File: src/rtl/rx_frame_parser.sv
// XGMII receive frame parser: byte-accurate frame tracking, header field
// extraction (DA/SA/VLAN/length-type), FCS capture and per-frame status.
module rx_frame_parser #(
  parameter int LANES    = 8,
  parameter int MAX_TAGS = 2,
  parameter int MIN_LEN  = 64,
  parameter int MAX_LEN  = 1518
) (
  input  logic               rxclk,
  input  logic               reset,
  input  logic [8*LANES-1:0] rxd,
  input  logic [LANES-1:0]   rxc,
  output logic               in_frame,
  output logic               sof,
  output logic               frame_done,
  output logic [15:0]        frame_len,
  output logic [47:0]        da,
  output logic [47:0]        sa,
  output logic [15:0]        lt,
  output logic [1:0]         vlan_cnt,
  output logic [15:0]        vlan_tci,
  output logic               pause_frame,
  output logic [31:0]        fcs,
  output logic               len_error,
  output logic               short_error,
  output logic               long_error,
  output logic               code_error
);
  typedef enum logic {IDLE, DATA} state_t;

  localparam logic [1:0]       MT   = 2'(MAX_TAGS);
  localparam logic [LANES-1:0] C0   = {1'b1, {(LANES-1){1'b0}}};
  localparam logic [16:0]      LMAX = 17'(MAX_LEN);
  localparam logic [15:0]      LMIN = 16'(MIN_LEN);
  localparam bit               L8   = (LANES == 8);

  state_t      r_state, w_nstate;
  logic        r_pre, r_t0, r_ltd, r_cerr;
  logic [15:0] r_cnt, r_slot, r_lt, r_tci;
  logic [47:0] r_da, r_sa;
  logic [31:0] r_fcs;
  logic [7:0]  r_hi;
  logic [1:0]  r_k, r_vcnt;

  logic [7:0]  w_b [LANES];
  logic [LANES-1:0] w_c;
  logic        w_pre1, w_pre2, w_sw, w_hit, w_accept, w_done;
  logic        w_t0, w_ltd, w_cerr;
  logic [15:0] w_cnt, w_slot, w_lt, w_tci;
  logic [47:0] w_da, w_sa;
  logic [31:0] w_fcs;
  logic [7:0]  w_hi;
  logic [1:0]  w_k, w_vcnt;
  logic [16:0] w_vx4;
  logic signed [16:0] w_pay, w_min;
  logic        w_lerr, w_serr, w_gerr, w_pause;

  always_comb begin
    for (int l = 0; l < LANES; l++) begin
      w_b[l] = rxd[8*(LANES-l)-1 -: 8];
      w_c[l] = rxc[LANES-1-l];
    end
  end

  // pre1: start word (LANES=8) or first preamble word (LANES=4)
  always_comb begin
    w_pre1 = (rxc == C0) && (w_b[0] == 8'hFB);
    w_pre2 = (rxc == '0);
    for (int l = 0; l < LANES; l++) begin
      if (l > 0 && w_b[l] != ((L8 && l == LANES-1) ? 8'hD5 : 8'h55))
        w_pre1 = 1'b0;
      if (w_b[l] != ((l == LANES-1) ? 8'hD5 : 8'h55))
        w_pre2 = 1'b0;
    end
    w_sw = L8 ? w_pre1 : (r_pre && w_pre2);
  end

  always_comb begin
    w_cnt  = r_cnt;
    w_slot = r_slot;
    w_lt   = r_lt;
    w_tci  = r_tci;
    w_da   = r_da;
    w_sa   = r_sa;
    w_fcs  = r_fcs;
    w_hi   = r_hi;
    w_k    = r_k;
    w_vcnt = r_vcnt;
    w_t0   = r_t0;
    w_ltd  = r_ltd;
    w_cerr = r_cerr;
    w_hit  = 1'b0;
    for (int l = 0; l < LANES; l++) begin
      if (!w_hit && !w_pre1) begin
        if (w_c[l] && w_b[l] == 8'hFD) begin
          w_hit = 1'b1;
        end else begin
          if (w_c[l]) w_cerr = 1'b1;
          if (w_cnt < 16'd6) w_da = {w_da[39:0], w_b[l]};
          else if (w_cnt < 16'd12) w_sa = {w_sa[39:0], w_b[l]};
          if (!w_ltd && w_cnt == w_slot) w_hi = w_b[l];
          if (!w_ltd && w_cnt == w_slot + 16'd1) begin
            if (({w_hi, w_b[l]} == 16'h8100 ||
                 {w_hi, w_b[l]} == 16'h88A8) && w_k < MT) begin
              w_t0   = w_t0 | (w_k == 2'd0);
              w_vcnt = w_vcnt + 2'd1;
              w_k    = w_k + 2'd1;
              w_slot = w_slot + 16'd4;
            end else begin
              w_lt  = {w_hi, w_b[l]};
              w_ltd = 1'b1;
            end
          end
          // outermost TCI always sits at bytes 14..15
          if (w_t0 && w_cnt == 16'd14) w_tci[15:8] = w_b[l];
          if (w_t0 && w_cnt == 16'd15) w_tci[7:0] = w_b[l];
          w_fcs = {w_fcs[23:0], w_b[l]};
          if (w_cnt != 16'hFFFF) w_cnt = w_cnt + 16'd1;
        end
      end
    end
    w_vx4   = {13'd0, w_vcnt, 2'b00};
    w_pay   = $signed({1'b0, w_cnt}) - 17'sd18 - $signed(w_vx4);
    w_min   = (w_lt < 16'd46) ? 17'sd46 : $signed({1'b0, w_lt});
    w_lerr  = (w_lt <= 16'd1500) && (w_pay < 17'sd0 || w_pay != w_min);
    w_serr  = w_cnt < LMIN;
    w_gerr  = {1'b0, w_cnt} > LMAX + w_vx4;
    w_pause = (w_lt == 16'h8808) && (w_da == 48'h0180C2000001);
  end

  always_comb begin
    w_nstate = r_state;
    w_accept = 1'b0;
    w_done   = 1'b0;
    unique case (r_state)
      IDLE: begin
        if (w_sw) begin
          w_nstate = DATA;
          w_accept = 1'b1;
        end
      end
      DATA: begin
        w_done   = w_hit || w_pre1;
        w_accept = w_pre1 && L8;
        if (w_hit || (w_pre1 && !L8)) w_nstate = IDLE;
      end
      default: w_nstate = IDLE;
    endcase
  end

  always_ff @(posedge rxclk) begin
    if (!reset) begin
      r_state <= IDLE;
      r_pre   <= 1'b0;
    end else begin
      r_state <= w_nstate;
      r_pre   <= !L8 && w_pre1;
    end
  end

  always_ff @(posedge rxclk) begin
    if (!reset || w_accept) begin
      r_cnt  <= '0;
      r_slot <= 16'd12;
      r_lt   <= '0;
      r_tci  <= '0;
      r_da   <= '0;
      r_sa   <= '0;
      r_fcs  <= '0;
      r_hi   <= '0;
      r_k    <= '0;
      r_vcnt <= '0;
      r_t0   <= 1'b0;
      r_ltd  <= 1'b0;
      r_cerr <= 1'b0;
    end else if (r_state == DATA) begin
      r_cnt  <= w_cnt;
      r_slot <= w_slot;
      r_lt   <= w_lt;
      r_tci  <= w_tci;
      r_da   <= w_da;
      r_sa   <= w_sa;
      r_fcs  <= w_fcs;
      r_hi   <= w_hi;
      r_k    <= w_k;
      r_vcnt <= w_vcnt;
      r_t0   <= w_t0;
      r_ltd  <= w_ltd;
      r_cerr <= w_cerr;
    end
  end

  always_ff @(posedge rxclk) begin
    if (!reset) begin
      in_frame    <= 1'b0;
      sof         <= 1'b0;
      frame_done  <= 1'b0;
      frame_len   <= '0;
      da          <= '0;
      sa          <= '0;
      lt          <= '0;
      vlan_cnt    <= '0;
      vlan_tci    <= '0;
      pause_frame <= 1'b0;
      fcs         <= '0;
      len_error   <= 1'b0;
      short_error <= 1'b0;
      long_error  <= 1'b0;
      code_error  <= 1'b0;
    end else begin
      sof        <= w_accept;
      frame_done <= w_done;
      in_frame   <= (r_state == DATA) && !w_done;
      // an aborting start word reports the old frame, then restarts
      if (w_done) begin
        frame_len   <= w_cnt;
        da          <= w_da;
        sa          <= w_sa;
        lt          <= w_lt;
        vlan_cnt    <= w_vcnt;
        vlan_tci    <= w_tci;
        pause_frame <= w_pause;
        fcs         <= w_fcs;
        len_error   <= w_lerr;
        short_error <= w_serr;
        long_error  <= w_gerr;
        code_error  <= w_cerr | w_pre1;
      end else if (w_accept) begin
        frame_len   <= '0;
        da          <= '0;
        sa          <= '0;
        lt          <= '0;
        vlan_cnt    <= '0;
        vlan_tci    <= '0;
        pause_frame <= 1'b0;
        fcs         <= '0;
        len_error   <= 1'b0;
        short_error <= 1'b0;
        long_error  <= 1'b0;
        code_error  <= 1'b0;
      end
    end
  end
endmodule

File: config.mk
export PLATFORM = sky130hd
export DESIGN_NAME = rx_frame_parser
export DESIGN_NICKNAME = d
export VERILOG_FILES = /design/src/rtl/rx_frame_parser.sv
export SDC_FILE = /design/constraint.sdc
export NUM_CORES = 2
export LEC_CHECK = 0
export BUFFER_PORTS_ARGS = -buffer_cell sky130_fd_sc_hd__buf_2
export CELL_PAD_IN_SITES_DETAIL_PLACEMENT = 1
export CELL_PAD_IN_SITES_GLOBAL_PLACEMENT = 2
export CORE_UTILIZATION = 30
export DETAILED_ROUTE_END_ITERATION = 6
export PLACE_DENSITY = 0.83
export SETUP_SLACK_MARGIN = 0.4
export SLEW_MARGIN = 20
export SYNTH_ARGS = -nofsm -noshare
export SYNTH_HDL_FRONTEND = slang
export SYNTH_SLANG_ARGS = --single-unit
File: constraint.sdc
create_clock -name rxclk -period 18 [get_ports rxclk]
set_input_delay 1.8 -clock rxclk [delete_from_list [all_inputs] [get_ports rxclk]]
set_output_delay 1.8 -clock rxclk [all_outputs]
set_load 0.02 [all_outputs]
==> results.md <==
* Status: finished clean
* Slew headroom at 0.2303
* # clock sinks at 392
* Die area at 151000 sq um
* Vias in the first global route at 58120
* Initial antenna violation count at 32
* Lkg Pwr at 0.02467 uW
* Die Y at 388.6 um
* Peak supply drop at 0.08023 mV
* Hold worst-path end: fcs[18]$_SDFFE_PN0P_
* Synth cell types at 115
* Register share of total power at 0.330
* Yosys Warn Count at 0
* Post-DR vias/cell at 6.107
* Area of the multi-input gates at 35760 sq um
* Worst Reg-to-Reg Cells at 67
* Sw Ratio at 0.3625
* Top post-synthesis cells by area: dfxtp_1 18%, mux2i_1 9.2%, nor2_1 8.0%
* Hold path cells at 2
* Syn-to-layout area delta at 32.49%
* GP Congestion at 1.038
* Cts bufs inserted at 49
* Post-synthesis average cell area at 6.816 sq um
* Slowest stage cell on the critical path: or4_1
* GR Overflow Total at 0
* Hold slack at 444.3 ps
* Maxcap violations at 0
* Yosys top cell by area: dfxtp_1
* RSZ-0062 raised after global routing: false
* Crit path DAT at 17630 ps
* WL final at 285.0 mm
* Post-Synth Simple-Gate Area at 0.2967
* Synth top area share at 0.1751
* First-pass GRT wire length at 405.2 mm
* Int Pwr at 1674 uW
* Crit-path max FO at 8
* Largest net degree at the start of global routing at 167
* Fillers at 18680
* Max stage delay on crit path at 620 ps
* Clk pwr share at 0.420
* Hold violation count in the final report at 0
* Crit path top cell by count: buf_4
* Core area at 148000 sq um
* Post-Synth Adder-Cell Area at 0.01647
* I/O pin total at 260
* DR pass1 iterations at 6
* DR iter-0 viols at 5874
* Worst r2r dst: len_error$_SDFFE_PN0P_
* Power density over the cells at 44.23 nW/um^2
* Max Clock Freq at 58.50 MHz
* TritonCTS clock tree: built
* Drt drc at 0
* Reg area at 7851 sq um
* NetSw at 952.1 uW
* R2r setup slk at 940 ps
* Hold bufs inserted after CTS at 0
* EDFF count, synth at 0
* Clock Path Buffers at 3
* Power share of the combinational group at 0.250
* Root Driver: clkbuf_16
* Setup crit end kind: flip-flop
* Post-route setup TNS at 0 ps
* Final HPWL DP at 223.6 mm
* Worst r2r src: r_cnt[0]$_SDFFE_PP0P_
* Die width at 388.6 um
* Period utilization at 0.9496
* H-tree Lvls at 2
* Clock Latency Late Sink at 680 ps
* Clock-pin slew on the worst setup and hold paths at 60 ps
* Async S/R FF share, synth at 0
* Final Max Tran Viols at 0
* Synth Area in XOR/XNOR at 0.06861
* Critical Path RT at 18540 ps
* Most used DFF post-synth: dfxtp_1
* Hold path start: fcs[18]$_SDFFE_PN0P_
* Clk_skew at 58.56 ps
* Sequential area share after synthesis at 0.1751
* Post-Syn Instances at 6577
* Post-route minimum period at 17090 ps
* WS Path Type: input port to flip-flop
* Worst-Margin Slew at 1151 ps
* Synth Register Bits at 392
* Post-synthesis cell area at 44830 sq um
* # port buffers at 259
* Multiplexer share of the synthesized area at 0.1405
* Fraction of layout cells with a size suffix above 1 at 0.2768
* Total track usage at 0.3605
* Initial Util at 0.3029
* DRT antenna net count at 0
* Final setup violation count at 0
* Synth Area in Compound Gates at 0.2489
* Nets at 7810
* Overall Power at 2627 uW
* CP startpoint kind: input port
* WL/cell at 29.49 um
* Worst Hold Class: flip-flop to flip-flop
* Via count at 59030
* Net Count, Synth at 6710
* Main combinational cell family by area after synthesis: simple AND/OR/NAND/NOR gates
* Rows at 141
==> metrics by stage <==
stage / instances / util / worst slack (ps) / instance area [sq um]
after floorplan: 6577 / - / 410.9 / 45030
after global placement: 9524 / 0.3822 / -310.8 / 56560
after detailed placement: 9524 / 0.3823 / -398.9 / 56580
after CTS: 9615 / 0.3942 / 426.1 / 58350
after global routing: 9652 / 0.4010 / 260.7 / 59360
final: 9665 / 0.4012 / 907.0 / 59390
==> cells in the mapped netlist, drive strengths merged (20+ instances only) <==
cell,instances
a22o,108
o31a,21
or3,49
o31ai,32
nor4,136
o21ai,508
o22a,27
and2,38
ha,59
nand2,805
o211ai,48
nor2b,33
nand2b,49
and4,22
buf,94
inv,94
a211oi,109
clkbuf,417
nor3b,20
xor2,91
or4,40
a31oi,78
dfxtp,392
nor3,152
or2,43
nor2,952
mux2,192
o22ai,76
o21a,21
a21oi,556
xnor2,235
mux2i,413
and3,71
nand3,184
nand4,108
==> worst max-delay path, delay by kind of cell <==
| family | cells | cell delay [ps] |
|---|---|---|
| XOR/XNOR | 3 | 550 |
| AO/OA/AOI/OAI | 20 | 4610 |
| multiplexers | 2 | 300 |
| adder cells (fa/ha/maj) | 3 | 760 |
| buffers and inverters | 15 | 2150 |
| AND/OR/NAND/NOR | 26 | 7410 |
==> power groups by stage <==
| stage | registers (uW) | clock network (uW) | logic, uW |
|---|---|---|---|
| 6_report | 867 | 1100 | 657 |
| 3_3_place_gp | 887 | 0 | 618 |
| 3_5_place_dp | 887 | 0 | 624 |
| 2_1_floorplan | 887 | 0 | 337 |
| 4_1_cts | 867 | 1110 | 627 |
| 5_1_grt | 866 | 1140 | 680 |
==> layout make-up <==
| cell class | count | share of cell area |
|---|---|---|
| Multi-Input combinational cell | 5580 | 0.6021 |
| Tap cell | 1930 | 0.04066 |
| Inverter | 94 | 0.006004 |
| Antenna cell | 18 | 0.0007584 |
| Sequential cell | 392 | 0.1322 |
| Clock inverter | 32 | 0.006826 |
| Timing Repair Buffer | 1560 | 0.1890 |
| Clock buffer | 59 | 0.02246 |
==> layout by cell type (no fill, tap or decap), types with 125 or more instances in the layout <==
cell type  synthesis  layout
buf_2             45     260
mux2i_1          413     403
nor3_1           137     125
buf_4              7    1280
o21ai_0          492     484
nand3_1          179     172
nor2_1           951     939
nand2_1          803     795
xnor2_1          232     223
a21oi_1          555     549
mux2_2           190     189
dfxtp_1          392     391
==> cell families after synthesis <==
| group | after synthesis |
|---|---|
| XOR/XNOR | 333 |
| AO/OA/AOI/OAI | 1796 |
| multiplexers | 605 |
| flip-flops | 392 |
| adder cells (fa/ha/maj) | 59 |
| AND/OR/NAND/NOR | 2787 |
| buffers and inverters | 605 |
==> sequential cells by signal (all words and copies together), names as in the netlist, 32 cells and up <==
name   count
da        48
fcs       32
r_da      48
r_fcs     32
r_sa      48
sa        48
==> how the worst max path moves through the flow <==
stage,startpoint,end,slack (ps)
after CTS,rxc[1],len_error$_SDFFE_PN0P_,430
after detailed placement,rxc[1],len_error$_SDFFE_PN0P_,-400
after global placement,rxc[1],len_error$_SDFFE_PN0P_,-310
after global routing,rxd[57],len_error$_SDFFE_PN0P_,260
after floorplan,rxd[53],len_error$_SDFFE_PN0P_,410
final,rxd[58],len_error$_SDFFE_PN0P_,910
==> metal layers <==
metal / part of all wire / vias up / global-route usage
li1: - / 26100 / -
met1: 0.40 / 29210 / 0.4551
met2: 0.43 / 2826 / 0.5697
met3: 0.082 / 881 / 0.05492
met4: 0.080 / 10 / 0.2331
met5: 0.00039 / - / 0
==> repair_timing <==
| item | 4_1_cts | 5_1_grt |
|---|---|---|
| setup endpoints to repair | 1 | 1 |
| gates cloned | 0 | 1 |
| resized for setup | 6 | 158 |
| buffers inserted | 0 | 30 |
| pin swaps | 0 | 68 |
No activity file was read; power rests on OpenSTA's default activity.
